===== src/rtl/button_irq_src_if.sv =====
// Button request bundle between the debouncer/request source and the pipeline controller.
// slave = the button_irq_src side, master = the controller/board side.
interface button_irq_src_if;
    logic       btn_u_raw;
    logic       btn_d_raw;
    logic       btn_l_raw;
    logic       btn_r_raw;
    logic       btn_c_raw;
    logic       irq_done;
    logic       butu;
    logic       butd;
    logic       butl;
    logic       butr;
    logic       butc;
    logic [2:0] btn_code;
    logic       busy;
    logic       dropped;

    modport master (
        output btn_u_raw, btn_d_raw, btn_l_raw, btn_r_raw, btn_c_raw, irq_done,
        input  butu, butd, butl, butr, butc, btn_code, busy, dropped
    );

    modport slave (
        input  btn_u_raw, btn_d_raw, btn_l_raw, btn_r_raw, btn_c_raw, irq_done,
        output butu, butd, butl, butr, butc, btn_code, busy, dropped
    );
endinterface


===== src/rtl/button_irq_src.sv =====
// Debounces five board buttons and turns presses into one-cycle requests to the pipeline controller.
// Define BTN_PENDING_EN to keep one press that arrives while a request is in flight.
module button_irq_src #(
    parameter int unsigned DB_CYCLES = 1000000
) (
    input  logic             clk,
    input  logic             rst,
    button_irq_src_if.slave  bus
);
    localparam int CW = 20;
    localparam logic [CW-1:0] CNT_LAST = CW'(DB_CYCLES - 1);

    typedef enum logic [1:0] {IDLE, ISSUE, WAIT_DONE, RELEASE} state_t;

    // Bit order everywhere: 0=u, 1=d, 2=l, 3=r, 4=c (lowest index has priority)
    logic [4:0]    raw;
    logic [4:0]    sync_p0, sync_p1;
    logic [4:0]    db_p2, db_p3;
    logic [4:0]    ev_p3;
    logic [CW-1:0] cnt [5];

    state_t        state;
    logic [4:0]    pulse;
    logic [2:0]    code;
    logic          busy_r;
    logic          drop_r;
    logic [4:0]    win;
    logic [4:0]    held;
`ifdef BTN_PENDING_EN
    logic [4:0]    pend;
`endif

    function automatic logic [4:0] first_hit(input logic [4:0] v);
        for (int i = 0; i < 5; i++) begin
            if (v[i]) return 5'(1 << i);
        end
        return '0;
    endfunction

    function automatic logic [2:0] code_of(input logic [4:0] onehot);
        for (int i = 0; i < 5; i++) begin
            if (onehot[i]) return 3'(i + 1);
        end
        return '0;
    endfunction

    assign raw = {bus.btn_c_raw, bus.btn_r_raw, bus.btn_l_raw, bus.btn_d_raw, bus.btn_u_raw};

    // p0/p1: synchronizer, p2: debounced level, p3: registered rising-edge event
    always_ff @(posedge clk or posedge rst) begin
        if (rst) begin
            sync_p0 <= '0;
            sync_p1 <= '0;
            db_p2   <= '0;
            db_p3   <= '0;
            ev_p3   <= '0;
            for (int i = 0; i < 5; i++) cnt[i] <= '0;
        end else begin
            sync_p0 <= raw;
            sync_p1 <= sync_p0;
            db_p3   <= db_p2;
            ev_p3   <= db_p2 & ~db_p3;
            for (int i = 0; i < 5; i++) begin
                if (sync_p1[i] == db_p2[i]) begin
                    cnt[i] <= '0;
                end else if (cnt[i] == CNT_LAST) begin
                    cnt[i]   <= '0;
                    db_p2[i] <= ~db_p2[i];
                end else begin
                    cnt[i] <= cnt[i] + 1'b1;
                end
            end
        end
    end

    // A stored press is still physically held when it finally gets issued, so it must not block release.
    always_comb begin
        win = first_hit(ev_p3);
`ifdef BTN_PENDING_EN
        held = db_p2 & ~pend;
`else
        held = db_p2;
`endif
    end

    // Request FSM: outputs are registered alongside the state
    always_ff @(posedge clk or posedge rst) begin
        if (rst) begin
            state  <= IDLE;
            pulse  <= '0;
            code   <= '0;
            busy_r <= 1'b0;
            drop_r <= 1'b0;
`ifdef BTN_PENDING_EN
            pend   <= '0;
`endif
        end else begin
            pulse  <= '0;
            drop_r <= 1'b0;
            case (state)
                IDLE: begin
`ifdef BTN_PENDING_EN
                    if (|pend) begin
                        state  <= ISSUE;
                        pulse  <= pend;
                        code   <= code_of(pend);
                        busy_r <= 1'b1;
                        pend   <= '0;
                    end else
`endif
                    if (|win) begin
                        state  <= ISSUE;
                        pulse  <= win;
                        code   <= code_of(win);
                        busy_r <= 1'b1;
                    end
                end
                ISSUE: state <= WAIT_DONE;
                WAIT_DONE: begin
                    if (bus.irq_done) state <= RELEASE;
                end
                RELEASE: begin
                    if (held == '0) begin
`ifdef BTN_PENDING_EN
                        if (|pend) begin
                            state <= ISSUE;
                            pulse <= pend;
                            code  <= code_of(pend);
                            pend  <= '0;
                        end else begin
                            state  <= IDLE;
                            busy_r <= 1'b0;
                        end
`else
                        state  <= IDLE;
                        busy_r <= 1'b0;
`endif
                    end
                end
                default: state <= IDLE;
            endcase

            if (state != IDLE && |win) begin
`ifdef BTN_PENDING_EN
                if (pend == '0) pend <= win;
                else            drop_r <= 1'b1;
`else
                drop_r <= 1'b1;
`endif
            end
        end
    end

    assign bus.butu     = pulse[0];
    assign bus.butd     = pulse[1];
    assign bus.butl     = pulse[2];
    assign bus.butr     = pulse[3];
    assign bus.butc     = pulse[4];
    assign bus.btn_code = code;
    assign bus.busy     = busy_r;
    assign bus.dropped  = drop_r;
endmodule


===== src/flat_wrapper.sv =====
// flat-port wrapper written by rule: the top's interface ports become plain ports
module button_irq_src_flat 
#(
    parameter int unsigned DB_CYCLES = 1000000
)
  (clk, rst, bus_btn_u_raw, bus_btn_d_raw, bus_btn_l_raw, bus_btn_r_raw, bus_btn_c_raw, bus_irq_done, bus_butu, bus_butd, bus_butl, bus_butr, bus_butc, bus_btn_code, bus_busy, bus_dropped);
  button_irq_src_if bus_i ();
  input  logic clk;
  input  logic rst;
  input wire logic [$bits(bus_i.btn_u_raw)-1:0] bus_btn_u_raw;
  input wire logic [$bits(bus_i.btn_d_raw)-1:0] bus_btn_d_raw;
  input wire logic [$bits(bus_i.btn_l_raw)-1:0] bus_btn_l_raw;
  input wire logic [$bits(bus_i.btn_r_raw)-1:0] bus_btn_r_raw;
  input wire logic [$bits(bus_i.btn_c_raw)-1:0] bus_btn_c_raw;
  input wire logic [$bits(bus_i.irq_done)-1:0] bus_irq_done;
  output wire logic [$bits(bus_i.butu)-1:0] bus_butu;
  output wire logic [$bits(bus_i.butd)-1:0] bus_butd;
  output wire logic [$bits(bus_i.butl)-1:0] bus_butl;
  output wire logic [$bits(bus_i.butr)-1:0] bus_butr;
  output wire logic [$bits(bus_i.butc)-1:0] bus_butc;
  output wire logic [$bits(bus_i.btn_code)-1:0] bus_btn_code;
  output wire logic [$bits(bus_i.busy)-1:0] bus_busy;
  output wire logic [$bits(bus_i.dropped)-1:0] bus_dropped;
  assign bus_i.btn_u_raw = bus_btn_u_raw;
  assign bus_i.btn_d_raw = bus_btn_d_raw;
  assign bus_i.btn_l_raw = bus_btn_l_raw;
  assign bus_i.btn_r_raw = bus_btn_r_raw;
  assign bus_i.btn_c_raw = bus_btn_c_raw;
  assign bus_i.irq_done = bus_irq_done;
  assign bus_butu = bus_i.butu;
  assign bus_butd = bus_i.butd;
  assign bus_butl = bus_i.butl;
  assign bus_butr = bus_i.butr;
  assign bus_butc = bus_i.butc;
  assign bus_btn_code = bus_i.btn_code;
  assign bus_busy = bus_i.busy;
  assign bus_dropped = bus_i.dropped;
  button_irq_src #(.DB_CYCLES(DB_CYCLES)) u_core (.clk(clk), .rst(rst), .bus(bus_i));
endmodule

===== config.mk =====
export PLATFORM = sky130hd
export DESIGN_NAME = button_irq_src_flat
export DESIGN_NICKNAME = d
export VERILOG_FILES = /design/src/rtl/button_irq_src_if.sv /design/src/rtl/button_irq_src.sv /design/src/flat_wrapper.sv
export SDC_FILE = /design/constraint.sdc
export NUM_CORES = 1
export LEC_CHECK = 0
export CAP_MARGIN = 20
export CORE_MARGIN = 2
export CORE_UTILIZATION = 51
export CTS_CLUSTER_SIZE = 20
export DETAILED_ROUTE_END_ITERATION = 10
export GPL_ROUTABILITY_DRIVEN = 0
export PLACE_DENSITY = 0.72
export SYNTH_ARGS = -nofsm -noshare
export SYNTH_HDL_FRONTEND = slang
export SYNTH_SLANG_ARGS = --single-unit

===== constraint.sdc =====
create_clock -name clk -period 6.5 [get_ports clk]
set_clock_uncertainty 0.05 [all_clocks]
set_input_delay 1.95 -clock clk [delete_from_list [all_inputs] [get_ports clk]]
set_output_delay 1.95 -clock clk [all_outputs]
set_load 0.005 [all_outputs]

==> Word level (Yosys, flattened, before mapping) <==
Index checks and enable logic that the tools add are counted.
{ "classes": {"add_sub_neg": 5, "n_eq_ne": 16, "mux": 88, "n_bitwise": 12, "reduce_logical": 14} }
{ "op_table": {"columns": ["operator", "n"], "rows": [
  ["20-bit two-way mux", 10],
  ["20-bit by 1-bit adder with 20-bit output (second input constant)", 5],
  ["20-bit == test (second input constant)", 5],
  ["5-bit two-way mux", 12],
  ["1-bit two-way mux", 49],
  ["3-bit two-way mux", 12],
  ["2-bit AND reduction", 6],
  ["1-bit NOT", 10],
  ["2-bit case mux with 4 select lines", 1],
  ["2-bit two-way mux", 3],
  ["3-bit AND reduction", 2],
  ["5-bit bitwise AND", 1],
  ["1-bit == test", 5],
  ["5-bit logical NOT", 1],
  ["5-bit NOT", 1],
  ["5-bit OR reduction", 1],
  ["2-bit == test (second input constant)", 2],
  ["2-bit by 1-bit inequality test with 1-bit output (second input constant)", 2],
  ["2-bit nonzero test", 2],
  ["2-bit by 1-bit == test with 1-bit output (second input constant)", 1],
  ["2-bit logical NOT", 1],
  ["2-bit inequality test (second input constant)", 1],
  ["1-bit case mux with 2 select lines", 1],
  ["1-bit logical AND", 1]
]} }
{ "totals": {"reg_bits": 137, "inputBits": 8, "output_inout_bits": 10, "elab_cells": 154} }

==> Depth between registers and ports, before layout <==
{ "depth": {"word_depth": 34, "depth_mapped": 6, "mapped_depth_nobuf": 6} }

==> Worst setup path before layout <==
No wires, ideal clock.
{ "synth_path": {"path_kind": "input to register", "from": "in bus_irq_done", "to": "reg u_core.state[1]", "setup_ps": 125, "t_arrival_ps": 2541, "required_time_ps": 6325, "path_slack_ps": 3784, "path_stages": 3, "n_path_buf": 0, "cell_sequence": "nor2b_1 -> nor3_1 -> mux2_2"} }
{ "synth_between": {"elab_chain_len": 2} }
{ "synth_lines": {"columns": ["element", "line_no", "rtl"], "rows": [
  ["start, declared", "flat_wrapper.sv:15", "input wire logic [$bits(bus_i.irq_done)-1:0] bus_irq_done;"],
  ["2-bit inequality test (no line)", null, null],
  ["3-bit AND reduction (no line)", null, null],
  ["end signal, assigned", "button_irq_src.sv:89", "state <= IDLE;"],
  ["end signal, assigned", "button_irq_src.sv:112", "state <= ISSUE;"],
  ["end signal, assigned", "button_irq_src.sv:118", "ISSUE: state <= WAIT_DONE;"],
  ["end, declared", "button_irq_src.sv:22", "state_t state;"]
]} }
No other way between the ends.
A chain may end at the register's enable or synchronous reset.

==> Worst setup path in the final report <==
{ "layout_path": {"from": "reg u_core.code[1] (netlist: u_core.bus.btn_code[1])", "to": "out bus_btn_code[1]"} }
{ "layout_lines": {"columns": ["element", "line_no", "rtl"], "rows": [
  ["start, declared", "button_irq_src.sv:24", "logic [2:0] code;"],
  ["start signal, assigned", "button_irq_src.sv:114", "code <= code_of(win);"],
  ["end, declared", "flat_wrapper.sv:21", "output wire logic [$bits(bus_i.btn_code)-1:0] bus_btn_code;"]
]} }
No word-level cell between the ends.

==> metrics.md <==
| Metric | Value |
|---|---|
| Wirelength per Cell | around 14 um |
| Slowest cell on the critical path | clkdlybuf4s50_1 |
| Clock share of power | 0.499 |
| Row count | 40 |
| Routed vias/inst | roughly 5.5 |
| Initial DRC count | about 370 |
| Yosys warns | 0 |
| Port buffer count | 17 |
| H-Tree Depth | 4 |
| Cells after Synth | just over 600 |
| Detail Placement HPWL | ~7700 um |
| Overflow after GRT | 0 |
| Core area | about 12000 um^2 |
| CP Buf/Inv Count | 1 |
| Post-synthesis mux area share | 0.0107 |
| Worst slew margin | 0.383 |
| Main synth FF type | dfrtp_1 |
| Main area contributors after synthesis | dfrtp_1 (54%), xnor2_1 (7.0%), nor2_1 (5.2%), nand3_1 (2.8%), xor2_1 (2.8%) |
| CP top delay family | buffers and inverters |
| Setup Buffers After CTS | 0 |
| Post-synth EDFFs | 0 |
| # DRC | 0 |
| Post-Syn Area | about 6300 um^2 |
| PostCTS Resize Cnt | 0 |
| Switching power | 396 uW |
| Dpl ws | 2.84 ns |
| Cells after DPL | around 800 |
| Worst skew pair latency | approximately 0.42 ns |
| Initial Util | 0.526 |
| Die X | 115 um |
| Synth-to-layout area growth | 15.1% |
| Adder-cell share of the synthesized area | 0.0158 |
| Pwr per Cell Area | between 200 and 300 nW/um^2 |
| Synth Area in Compound Gates | 0.0630 |
| Share of cells above drive strength 1 | 0.0894 |
| Diode count | 0 |
| Final setup fails | 0 |
| Peak VDD IR | around 0.00016 V |
| Post-synth top cells | dfrtp_1 (137), nor2_1 (88), xnor2_1 (51) |
| Nets@finish | between 600 and 700 |
| FF/Latch Area | between 3000 and 4000 um^2 |
| P_int | 1450 uW |
| Total CTS buffers | 17 |
| RSZ-0062 raised after global routing | false |
| Sequential element share of the synthesized area | 0.541 |
| Post-route ant nets | 0 |
| Post-synth ARST share | 1.00 |
| Period utilization | 0.506 |
| First-pass GRT wire length | about 21000 um |
| Crit path time final | around 3.3 ns |
| FILL cells | ~980 |
| XOR/XNOR share of the synthesized area | 0.0981 |
| Hold Path Class | flop to flop |
| Min setup slack post-route | about 3.2 ns |
| Area leader, netlist | dfrtp_1 |
| Critical Path Max Stage Delay | slightly above 0.5 ns |
| Largest family of logic cells by synthesized area | simple AND/OR/NAND/NOR gates |
| Hold WS | 0.297 ns |
| Max_cap viols | 0 |
| Syn_nets | between 600 and 700 |
| Worst Setup Start Kind | flop |
| Io pins | 18 |
| All-Layer GR Usage | 0.195 |
| Largest net degree at the start of global routing | 107 |
| Post-synthesis simple-gate area fraction | 0.248 |
| Status | complete, no violations |
| Final hold vios | 0 |
| Top cell type's share of synthesized area | 0.541 |
| Arrival @ worst endpoint | 1.29 ns |
| Root buf cell | clkbuf_16 |
| Longest Clk Path Bufs | 2 |
| Antenna violations before repair | 0 |
| Fmax | roughly 0.30 GHz |
| Final wirelength | between 10000 and 15000 um |
| CTS clk-pin slew, worst paths | 0.06 ns |
| Setup TNS | 0 ns |
| Area of the multi-input gates | 2770 um^2 |
| Tot Pwr | between 1500 and 2000 uW |
| CP max FO | 3 |
| Mean post-synth cell area | roughly 10 um^2 |
| Comb pwr share | 0.027 |
| Die Y | between 100 and 150 um |
| Finished Layout Cells | approximately 830 |
| Sw frac | 0.215 |
| Via count | between 4k and 5k |
| Worst Setup End Kind | output pin |
| Distinct cells, synth | 43 |
| WS Path Type | flop to output pin |
| Sequential power share | 0.474 |
| Most frequent cell after synthesis | dfrtp_1 |
| Worst-Margin Slew | 0.925 ns |
| Die ar. | 13300 um^2 |
| Fin. max-slew vios | 0 |
| Vias in the first global route | ~4.4k |
| Post-cts hold buffer count | 0 |
| CP Cell Sequence | clkdlybuf4s50_1 |
| Synth Register Bits | between 100 and 150 |
| Pre-antenna DRT Iters | 4 |
| CTS tree | yes |
| Pleak | between 0.002 and 0.003 uW |
| CP required | approximately 4.5 ns |
| # clock sinks | 137 |
[state kept, by name (all words and copies together) (netlist names)]
name	cells
u_core.state	2
u_core.pulse	5
u_core.sync_p0	5
u_core.db_p3	5
u_core.bus.dropped	1
u_core.bus.btn_code	3
u_core.sync_p1	5
u_core.ev_p3	5
u_core.db_p2	5
u_core.cnt	100
u_core.bus.busy	1
[final timing paths]
path,startpoint,end,slack [ns],cells past startpoint
max in group asynchronous,rst,u_core.cnt[10]$_DFF_PP0_,3.38,3
max reg2reg,u_core.state[0]$_DFFE_PP0P_,u_core.state[1]$_DFFE_PP0P_,4.05,6
min in group asynchronous,rst,u_core.cnt[42]$_DFF_PP0_,2.07,2
min reg2reg,u_core.sync_p0[0]$_DFF_PP0_,u_core.sync_p1[0]$_DFF_PP0_,0.30,0
min,u_core.sync_p0[0]$_DFF_PP0_,u_core.sync_p1[0]$_DFF_PP0_,0.30,0
max,u_core.bus.btn_code[1]$_DFFE_PP0P_,bus_btn_code[1],3.21,1
[layout by cell type (no fill, tap or decap), types with 2 or more instances in the layout]
cell / synthesis / routed
a21oi_1: 27 / 27
and2_1: 4 / 4
and3_1: 16 / 16
and4_1: 2 / 2
buf_4: 0 / 6
bufinv_16: 0 / 2
clkbuf_16: 0 / 17
clkdlybuf4s50_1: 0 / 17
clkinv_2: 0 / 4
clkinv_4: 0 / 2
clkinvlp_4: 0 / 4
dfrtp_1: 137 / 137
ha_1: 8 / 8
inv_1: 26 / 25
mux2_2: 6 / 6
nand2_1: 23 / 23
nand3_1: 36 / 36
nand4_1: 26 / 26
nand4_2: 2 / 2
nand4b_1: 5 / 5
nand4bb_1: 2 / 2
nor2_1: 88 / 88
nor2b_1: 8 / 8
nor3_1: 22 / 22
nor3b_1: 2 / 2
nor4_1: 21 / 21
nor4b_1: 4 / 4
o21ai_0: 19 / 19
o31ai_1: 8 / 6
o31ai_2: 3 / 5
o32a_1: 2 / 2
or3_1: 17 / 17
or4_1: 8 / 8
or4b_2: 2 / 2
xnor2_1: 51 / 51
xor2_1: 20 / 20
[cell families (layout without fill, tap and decap cells)]
group	count (synthesis)	count (layout)
AND/OR/NAND/NOR	293	293
flip-flops	137	137
XOR/XNOR	71	71
AO/OA/AOI/OAI	65	65
buffers and inverters	39	80
adder cells (fa/ha/maj)	8	8
multiplexers	6	6
[stage by stage]
| stage | util | area, um^2 |
|---|---|---|
| CTS | 0.605 | 7300 |
| floorplan | - | 6340 |
| global route | 0.605 | 7300 |
| global placement | 0.558 | 6730 |
| detailed placement | 0.558 | 6730 |
| finish | 0.605 | 7300 |
[cell type report]
class	count	share of cell area
timing repair buffer	23	0.0295
tap	168	0.0288
clock buffer	19	0.0607
inverter	26	0.0141
clock inverter	12	0.0175
multi-input combinational	443	0.380
sequential	137	0.470
[power groups by stage]
stage,combinational [uW],sequential [uW],clock (uW)
CTS,51.1,874,940
global placement,48.8,888,0
global route,57.7,876,978
finish,48.9,875,921
floorplan,34.3,887,0
detailed placement,50.9,889,0
[per-layer routing]
layer  wire, um  GRT usage  part of all wire
met1       5520      0.262              0.48
met2       5480      0.308              0.47
met3        379     0.0450             0.033
met5          0          0                 0
met4        202     0.0811             0.017
No activity file was read; power rests on OpenSTA's default activity.
